### config.mk
export PLATFORM = sky130hd
export DESIGN_NAME = axis_packet_fifo_flat
export DESIGN_NICKNAME = d
export VERILOG_FILES = /design/src/rtl/axis_packet_fifo_if.sv /design/src/rtl/axis_packet_fifo.sv /design/src/flat_wrapper.sv
export SDC_FILE = /design/constraint.sdc
export NUM_CORES = 1
export LEC_CHECK = 0
export CAP_MARGIN = 30
export CORE_UTILIZATION = 63
export DETAILED_ROUTE_END_ITERATION = 7
export GPL_TIMING_DRIVEN = 0
export PLACE_DENSITY = 0.8
export SLEW_MARGIN = 20
export SYNTH_ARGS = -nofsm -noshare
export SYNTH_HDL_FRONTEND = slang
export SYNTH_SLANG_ARGS = --single-unit
### constraint.sdc
create_clock -name clk -period 4 [get_ports clk]
set_input_delay 0.6 -clock clk [delete_from_list [all_inputs] [get_ports clk]]
set_output_delay 0.6 -clock clk [all_outputs]
set_load 0.01 [all_outputs]
### src/rtl/axis_packet_fifo_if.sv
// AXI-Stream beat bundle (valid/ready/data/last) shared by the write and read
// sides of axis_packet_fifo.
interface axis_packet_fifo_if #(
    parameter int WIDTH = 8
) ();
    logic             valid;
    logic             ready;
    logic [WIDTH-1:0] data;
    logic             last;

    modport master (output valid, output data, output last, input ready);
    modport slave  (input valid, input data, input last, output ready);
endinterface

### src/rtl/axis_packet_fifo.sv
// Single-clock AXI-Stream FIFO with registered output, exact occupancy count,
// threshold flags, synchronous flush and optional store-and-forward packet mode.
//
// state       | meaning
// ------------+------------------------------------------------------------
// REL_IDLE    | normal operation; in packet mode only complete packets leave
// REL_ACTIVE  | forced release of an oversize packet; beats drain as a stream
module axis_packet_fifo #(
    parameter int WIDTH        = 8,
    parameter int DEPTH_BITS   = 7,
    parameter bit PACKET_MODE  = 1'b0,
    parameter int AFULL_LEVEL  = (1 << DEPTH_BITS) - 4,
    parameter int AEMPTY_LEVEL = 4
) (
    input  logic                  clk,
    input  logic                  rstn,
    input  logic                  flush,
    axis_packet_fifo_if.slave     s_axis,
    axis_packet_fifo_if.master    m_axis,
    output logic [DEPTH_BITS:0]   load,
    output logic [DEPTH_BITS:0]   pkt_count,
    output logic                  almost_full,
    output logic                  almost_empty,
    output logic                  oversize
);
    localparam int                  DEPTH    = 1 << DEPTH_BITS;
    localparam logic [DEPTH_BITS:0] DEPTH_L  = DEPTH[DEPTH_BITS:0];
    localparam logic [DEPTH_BITS:0] AFULL_L  = AFULL_LEVEL[DEPTH_BITS:0];
    localparam logic [DEPTH_BITS:0] AEMPTY_L = AEMPTY_LEVEL[DEPTH_BITS:0];
    localparam logic [DEPTH_BITS:0] CNT_ONE  = {{DEPTH_BITS{1'b0}}, 1'b1};
    localparam logic [DEPTH_BITS-1:0] PTR_ONE = {{(DEPTH_BITS-1){1'b0}}, 1'b1};

    typedef enum logic {REL_IDLE, REL_ACTIVE} rel_state_t;

    logic [WIDTH:0]          mem_q [DEPTH];
    logic [DEPTH_BITS-1:0]   wr_ptr_q, wr_ptr_d, rd_ptr_q, rd_ptr_d;
    logic [DEPTH_BITS:0]     load_q, load_d, pkt_q, pkt_d, mem_cnt;
    logic                    out_vld_q, out_vld_d;
    logic [WIDTH-1:0]        data_q, data_d;
    logic                    last_q, last_d;
    logic                    pkt_avail_q, pkt_avail_d;
    logic                    afull_q, afull_d, aempty_q, aempty_d;
    logic                    oversize_q, oversize_d;
    rel_state_t              rel_q, rel_d;

    logic s_ready_c, m_valid_c, push, pop, refill, pkt_inc, pkt_dec;

    assign s_ready_c = (load_q != DEPTH_L);
    // In packet mode the head may only leave once its packet is complete,
    // unless an oversize packet is being forced out.
    assign m_valid_c = out_vld_q & (!PACKET_MODE | pkt_avail_q | (rel_q == REL_ACTIVE));
    assign push      = s_axis.valid & s_ready_c;
    assign pop       = m_valid_c & m_axis.ready;
    assign mem_cnt   = load_q - {{DEPTH_BITS{1'b0}}, out_vld_q};
    assign refill    = (mem_cnt != '0) & (!out_vld_q | pop);
    assign pkt_inc   = PACKET_MODE & push & s_axis.last;
    assign pkt_dec   = PACKET_MODE & pop & last_q & (pkt_q != '0);

    always_comb begin
        wr_ptr_d    = wr_ptr_q;
        rd_ptr_d    = rd_ptr_q;
        load_d      = load_q;
        pkt_d       = pkt_q;
        out_vld_d   = out_vld_q;
        data_d      = data_q;
        last_d      = last_q;
        rel_d       = rel_q;
        oversize_d  = 1'b0;
        pkt_avail_d = 1'b0;
        if (flush) begin
            wr_ptr_d  = '0;
            rd_ptr_d  = '0;
            load_d    = '0;
            pkt_d     = '0;
            out_vld_d = 1'b0;
            rel_d     = REL_IDLE;
        end else begin
            if (push) wr_ptr_d = wr_ptr_q + PTR_ONE;
            if (refill) begin
                {last_d, data_d} = mem_q[rd_ptr_q];
                rd_ptr_d         = rd_ptr_q + PTR_ONE;
                out_vld_d        = 1'b1;
            end else if (pop) begin
                out_vld_d = 1'b0;
            end
            case ({push, pop})
                2'b10:   load_d = load_q + CNT_ONE;
                2'b01:   load_d = load_q - CNT_ONE;
                default: load_d = load_q;
            endcase
            if (pkt_inc && !pkt_dec)      pkt_d = pkt_q + CNT_ONE;
            else if (pkt_dec && !pkt_inc) pkt_d = pkt_q - CNT_ONE;
            case (rel_q)
                REL_IDLE: begin
                    if (PACKET_MODE && load_q == DEPTH_L && pkt_q == '0) begin
                        rel_d      = REL_ACTIVE;
                        oversize_d = 1'b1;
                    end
                end
                REL_ACTIVE: begin
                    if (pop && last_q) rel_d = REL_IDLE;
                end
                default: rel_d = REL_IDLE;
            endcase
            // Availability rises a cycle after the packet completes but falls
            // immediately when the last complete packet leaves.
            pkt_avail_d = (pkt_q != '0) && (pkt_d != '0);
        end
        afull_d  = (load_d >= AFULL_L);
        aempty_d = (load_d <= AEMPTY_L);
    end

    always_ff @(posedge clk or negedge rstn) begin
        if (!rstn) begin
            wr_ptr_q    <= '0;
            rd_ptr_q    <= '0;
            load_q      <= '0;
            pkt_q       <= '0;
            out_vld_q   <= 1'b0;
            data_q      <= '0;
            last_q      <= 1'b0;
            pkt_avail_q <= 1'b0;
            afull_q     <= 1'b0;
            aempty_q    <= 1'b1;
            oversize_q  <= 1'b0;
            rel_q       <= REL_IDLE;
        end else begin
            wr_ptr_q    <= wr_ptr_d;
            rd_ptr_q    <= rd_ptr_d;
            load_q      <= load_d;
            pkt_q       <= pkt_d;
            out_vld_q   <= out_vld_d;
            data_q      <= data_d;
            last_q      <= last_d;
            pkt_avail_q <= pkt_avail_d;
            afull_q     <= afull_d;
            aempty_q    <= aempty_d;
            oversize_q  <= oversize_d;
            rel_q       <= rel_d;
        end
    end

    always_ff @(posedge clk) begin
        if (push && !flush) mem_q[wr_ptr_q] <= {s_axis.last, s_axis.data};
    end

    assign s_axis.ready = s_ready_c;
    assign m_axis.valid = m_valid_c;
    assign m_axis.data  = data_q;
    assign m_axis.last  = last_q;
    assign load         = load_q;
    assign pkt_count    = pkt_q;
    assign almost_full  = afull_q;
    assign almost_empty = aempty_q;
    assign oversize     = oversize_q;
endmodule

### src/flat_wrapper.sv
// flat-port wrapper written by rule: the top's interface ports become plain ports
module axis_packet_fifo_flat 
#(
    parameter int WIDTH        = 8,
    parameter int DEPTH_BITS   = 7,
    parameter bit PACKET_MODE  = 1'b0,
    parameter int AFULL_LEVEL  = (1 << DEPTH_BITS) - 4,
    parameter int AEMPTY_LEVEL = 4
)
  (clk, rstn, flush, load, pkt_count, almost_full, almost_empty, oversize, s_axis_valid, s_axis_data, s_axis_last, s_axis_ready, m_axis_valid, m_axis_data, m_axis_last, m_axis_ready);
  axis_packet_fifo_if #(.WIDTH(WIDTH)) s_axis_i ();
  axis_packet_fifo_if #(.WIDTH(WIDTH)) m_axis_i ();
  input  logic clk;
  input  logic rstn;
  input  logic flush;
  output logic [DEPTH_BITS:0] load;
  output logic [DEPTH_BITS:0] pkt_count;
  output logic almost_full;
  output logic almost_empty;
  output logic oversize;
  input wire logic [$bits(s_axis_i.valid)-1:0] s_axis_valid;
  input wire logic [$bits(s_axis_i.data)-1:0] s_axis_data;
  input wire logic [$bits(s_axis_i.last)-1:0] s_axis_last;
  output wire logic [$bits(s_axis_i.ready)-1:0] s_axis_ready;
  output wire logic [$bits(m_axis_i.valid)-1:0] m_axis_valid;
  output wire logic [$bits(m_axis_i.data)-1:0] m_axis_data;
  output wire logic [$bits(m_axis_i.last)-1:0] m_axis_last;
  input wire logic [$bits(m_axis_i.ready)-1:0] m_axis_ready;
  assign s_axis_i.valid = s_axis_valid;
  assign s_axis_i.data = s_axis_data;
  assign s_axis_i.last = s_axis_last;
  assign s_axis_ready = s_axis_i.ready;
  assign m_axis_valid = m_axis_i.valid;
  assign m_axis_data = m_axis_i.data;
  assign m_axis_last = m_axis_i.last;
  assign m_axis_i.ready = m_axis_ready;
  axis_packet_fifo #(.WIDTH(WIDTH), .DEPTH_BITS(DEPTH_BITS), .PACKET_MODE(PACKET_MODE), .AFULL_LEVEL(AFULL_LEVEL), .AEMPTY_LEVEL(AEMPTY_LEVEL)) u_core (.clk(clk), .rstn(rstn), .flush(flush), .s_axis(s_axis_i), .m_axis(m_axis_i), .load(load), .pkt_count(pkt_count), .almost_full(almost_full), .almost_empty(almost_empty), .oversize(oversize));
endmodule
==> results of run 1 <==
-- sequential cells by signal (all words and copies together), names as in the netlist --
signal               cells
u_core.almost_empty      1
u_core.almost_full       1
u_core.load              8
u_core.m_axis.data       8
u_core.m_axis.last       1
u_core.m_axis.valid      1
u_core.mem_q          1152
u_core.rd_ptr_q          7
u_core.wr_ptr_q          7
-- report_power, final --
group	switching [uW]	internal, uW	leakage (uW)	total [uW]
sequential	144	13700	0.0108	13900
clock	4470	5670	0.00168	10100
combinational	3950	2980	0.00375	6930
total	8560	22400	0.0162	30900
-- worst register-to-register path: stages (launching register included) --
cell and delay [ns]:
dfrtp_1 0.49, nor4_4 0.10, nand4_1 0.12, and2_1 0.13, clkbuf_1 0.37, inv_2 0.17, nor2_1 0.26, nand3_1 0.59
buf_2 0.59, nor2_1 0.55, buf_4 0.26
-- through the flow --
stage | TNS (ns) | power (uW) | cells
after global routing | -0.2384 | 31560 | 3470
after floorplan | 0 | 18420 | 2245
after CTS | 0 | 30790 | 3453
after global placement | -1242.70 | 20720 | 3238
final | 0 | 30930 | 3470
after detailed placement | -69.54 | 20840 | 3249
-- what timing repair did --
action                                 CTS  global route
setup buffers                            0             0
endpoints found under the hold margin    8             0
resized for setup                        7            23
setup endpoints to repair               25           148
hold buffers                             1             0
-- cell usage in the layout, fill, tap and decap left out, types with 11 or more instances in the layout --
cell type and count:
a21oi_1 27, a221oi_1 21, a22oi_1 89, buf_2 43, buf_4 40, buf_6 29
clkbuf_1 57, clkbuf_16 111, clkdlybuf4s50_1 24, clkinv_1 25, clkinv_2 24, dfrtp_1 33
edfxtp_1 1152, mux2i_1 100, mux4_2 255, nand2_1 56, nand3_1 36, nor2_1 153
nor2_2 20, nor2b_1 20, nor3_1 11
-- area by class of cell --
cell class / instances / share of cell area (%)
buffer: 133 / 1.717
clock buffer: 134 / 5.503
clock inverter: 69 / 1.130
inverter: 6 / 0.04328
multi-input combinational: 920 / 19.75
sequential: 1186 / 68.11
tap: 959 / 2.306
timing repair buffer: 63 / 1.447
-- worst paths after layout --
kind / start / end / slack, ns / cells after the start
max in group asynchronous: rstn / u_core.m_axis.data[1] / 3.21 / 3
worst min-delay path: s_axis_data[6] / u_core.mem_q[69][6] / 0.28 / 1
min in group asynchronous: rstn / u_core.load[0] / 0.36 / 2
worst min register to register: u_core.rd_ptr_q[6] / u_core.rd_ptr_q[6] / 0.61 / 2
worst max register to register: u_core.load[1] / u_core.mem_q[51][4] / 0.04 / 10
worst max-delay path: u_core.load[1] / u_core.mem_q[51][4] / 0.04 / 10
-- synth_stat cells (3+ instances only) --
cell,n,area (sq um)
a2111oi_0,5,43.79
a211oi_1,3,22.52
a21o_1,5,37.54
a21oi_1,28,140.1
a221oi_1,21,183.9
a22oi_1,89,668.1
a311oi_1,3,26.28
and2_1,8,50.05
and3_1,3,18.77
buf_1,5,18.77
buf_2,41,205.2
buf_4,22,165.2
buf_6,21,236.5
buf_8,6,90.09
clkbuf_1,35,131.4
dfrtp_1,33,825.8
edfxtp_1,1152,34590
ha_1,10,125.1
inv_1,6,22.52
mux2_2,6,67.56
mux2i_1,100,1001
mux4_1,9,236.5
mux4_2,255,5743
nand2_1,56,210.2
nand3_1,36,180.2
nand4_1,9,56.30
nand4b_1,9,78.83
nor2_1,173,649.4
nor2b_1,20,125.1
nor3_1,11,55.05
nor3b_1,3,22.52
o211ai_1,5,37.54
o21ai_0,9,45.04
xnor2_1,7,61.31
xor2_1,9,78.83
-- metal layers --
metal	GRT usage, %	vias to the layer above
met4	14.11	2
met2	48.88	1878
met1	43.57	12530
met3	7.456	321
li1	-	9603
met5	0	-
-- cells by family (layout without fill, tap and decap cells) --
logic type / Yosys count / after routing
mux: 370 / 370
buf+inv: 139 / 405
xor+xnor: 16 / 16
simple gates: 338 / 338
other cells: 1 / 9
fa+ha+maj: 11 / 11
compound gates: 176 / 176
flops: 1186 / 1186
==> metrics.txt, run 1 <==
post-synthesis sequential area ratio=76.22%; Sink Count=1,186; gr ovfl total=0; Multi-input gate area=0.01028 sq mm; core area=0.07296 sq mm; routability cong.=0.9446; largest net degree at the start of global routing=106; Vias=24,330; multiplexer area fraction after synthesis=15.16%; adder-cell share of the synthesized area=0.3121%; Cell Area, Synth=0.04650 sq mm; mean area per synthesized cell=20.79 sq um; Layout fillers=4,056; global-route wire length before repair=165,800 um; #FFs+latches synth=1,186; # IOs=44; DR iter-0 viols=3,670; Initial Util=63.74%; largest family of logic cells by synthesized area=multiplexers; final worst setup slack=0.04487 ns; Critical Path RT=4.37 ns; DIE AREA=0.07491 sq mm; worst hold slack=0.2830 ns; initial antenna violation count=2; nets@finish=2,446; Worst path max stage delay=0.59 ns; pwr dens=594.4 mW/mm^2; Die Wd=273.7 um; Buf/Inv on CP=4; fin. max-slew vios=0; DR WL/cell=33.61 um; Top FF cell, synth=edfxtp_1; CTS tree=built; Setup CP Type=flop to flop; synth-to-layout area growth=11.91%; Max Fanout on Critical Path=10; yosys warns=0; FF+latch area=0.03545 sq mm; Worst-path clk slew=0.07 ns; DRC viols=0; Distinct cells, synth=54; synthesized netlist cell count=2,237; RSZ-0062 raised after global routing=true; min Tclk post-route=3.955 ns; routed wl met2=54,980 um; nature of the critical path endpoint=flop; worst slew pin tran=1.044 ns; most frequent CP cell=nor2_1; wire length on met3=14,100 um; placed instance area=0.04835 sq mm; Design Area, Final=0.05204 sq mm; pre-CTS setup slack=-0.4010 ns; Vias per Instance=7.012; HPWL Detailed=73,530 um; Pre-Repair DR Iteration Count=6; Final period util=98.88%; clock buffer depth=3; number of synthesized flops with an enable pin=1,152; Worst Hold Class=input pin to flop; clk_skew=0.03599 ns; WL final=116,600 um; vias in the first global route=24,110; crit-path cells=nor4_4 -> nand4_1 -> and2_1 -> clkbuf_1 -> inv_2 -> nor2_1 -> nand3_1 -> buf_2 -> nor2_1 -> buf_4; layout cells sized above 1=23.02%; Arr. time, crit path=4.32 ns; final core utilization=71.33%; critical path's slowest cell=nand3_1; FMAX=252.8 MHz; htree depth=3; async set or reset register ratio after synthesis=2.867%; peak supply drop=0.4166 mV; CTS Buf Count=111; Compound-Gate Fraction of Synth Area=2.750%; startpoint types=flop; xor/xnor share of the synthesized area=0.3013%; Max-cap violations=0; Top Metal Used=met5; ANT cells=0; final hold violations=0; port bufs=34; Slew HR=30.12%; Crit path max-delay family=simple AND/OR/NAND/NOR gates; outcome=finished clean; Die Y=273.7 um; Pleak=0.01622 uW; clock latency on the worst-skew pair=0.69 ns; Setup-failing EPs final=0; GRT Overall Usage=31.61%; WL met1=41,980 um; Antenna Nets Post-Route=0; row count=99; Synth Area in Simple Gates=3.285%; clock tree root driver cell=clkbuf_16
Note: power is estimated with default switching activity, not from simulation.
==> inputs of run 2 (changes only) <==
- CORE_MARGIN: not set -> 1
==> results of run 2 <==
Final layout, timing and power as in run 1 (identical DEF).
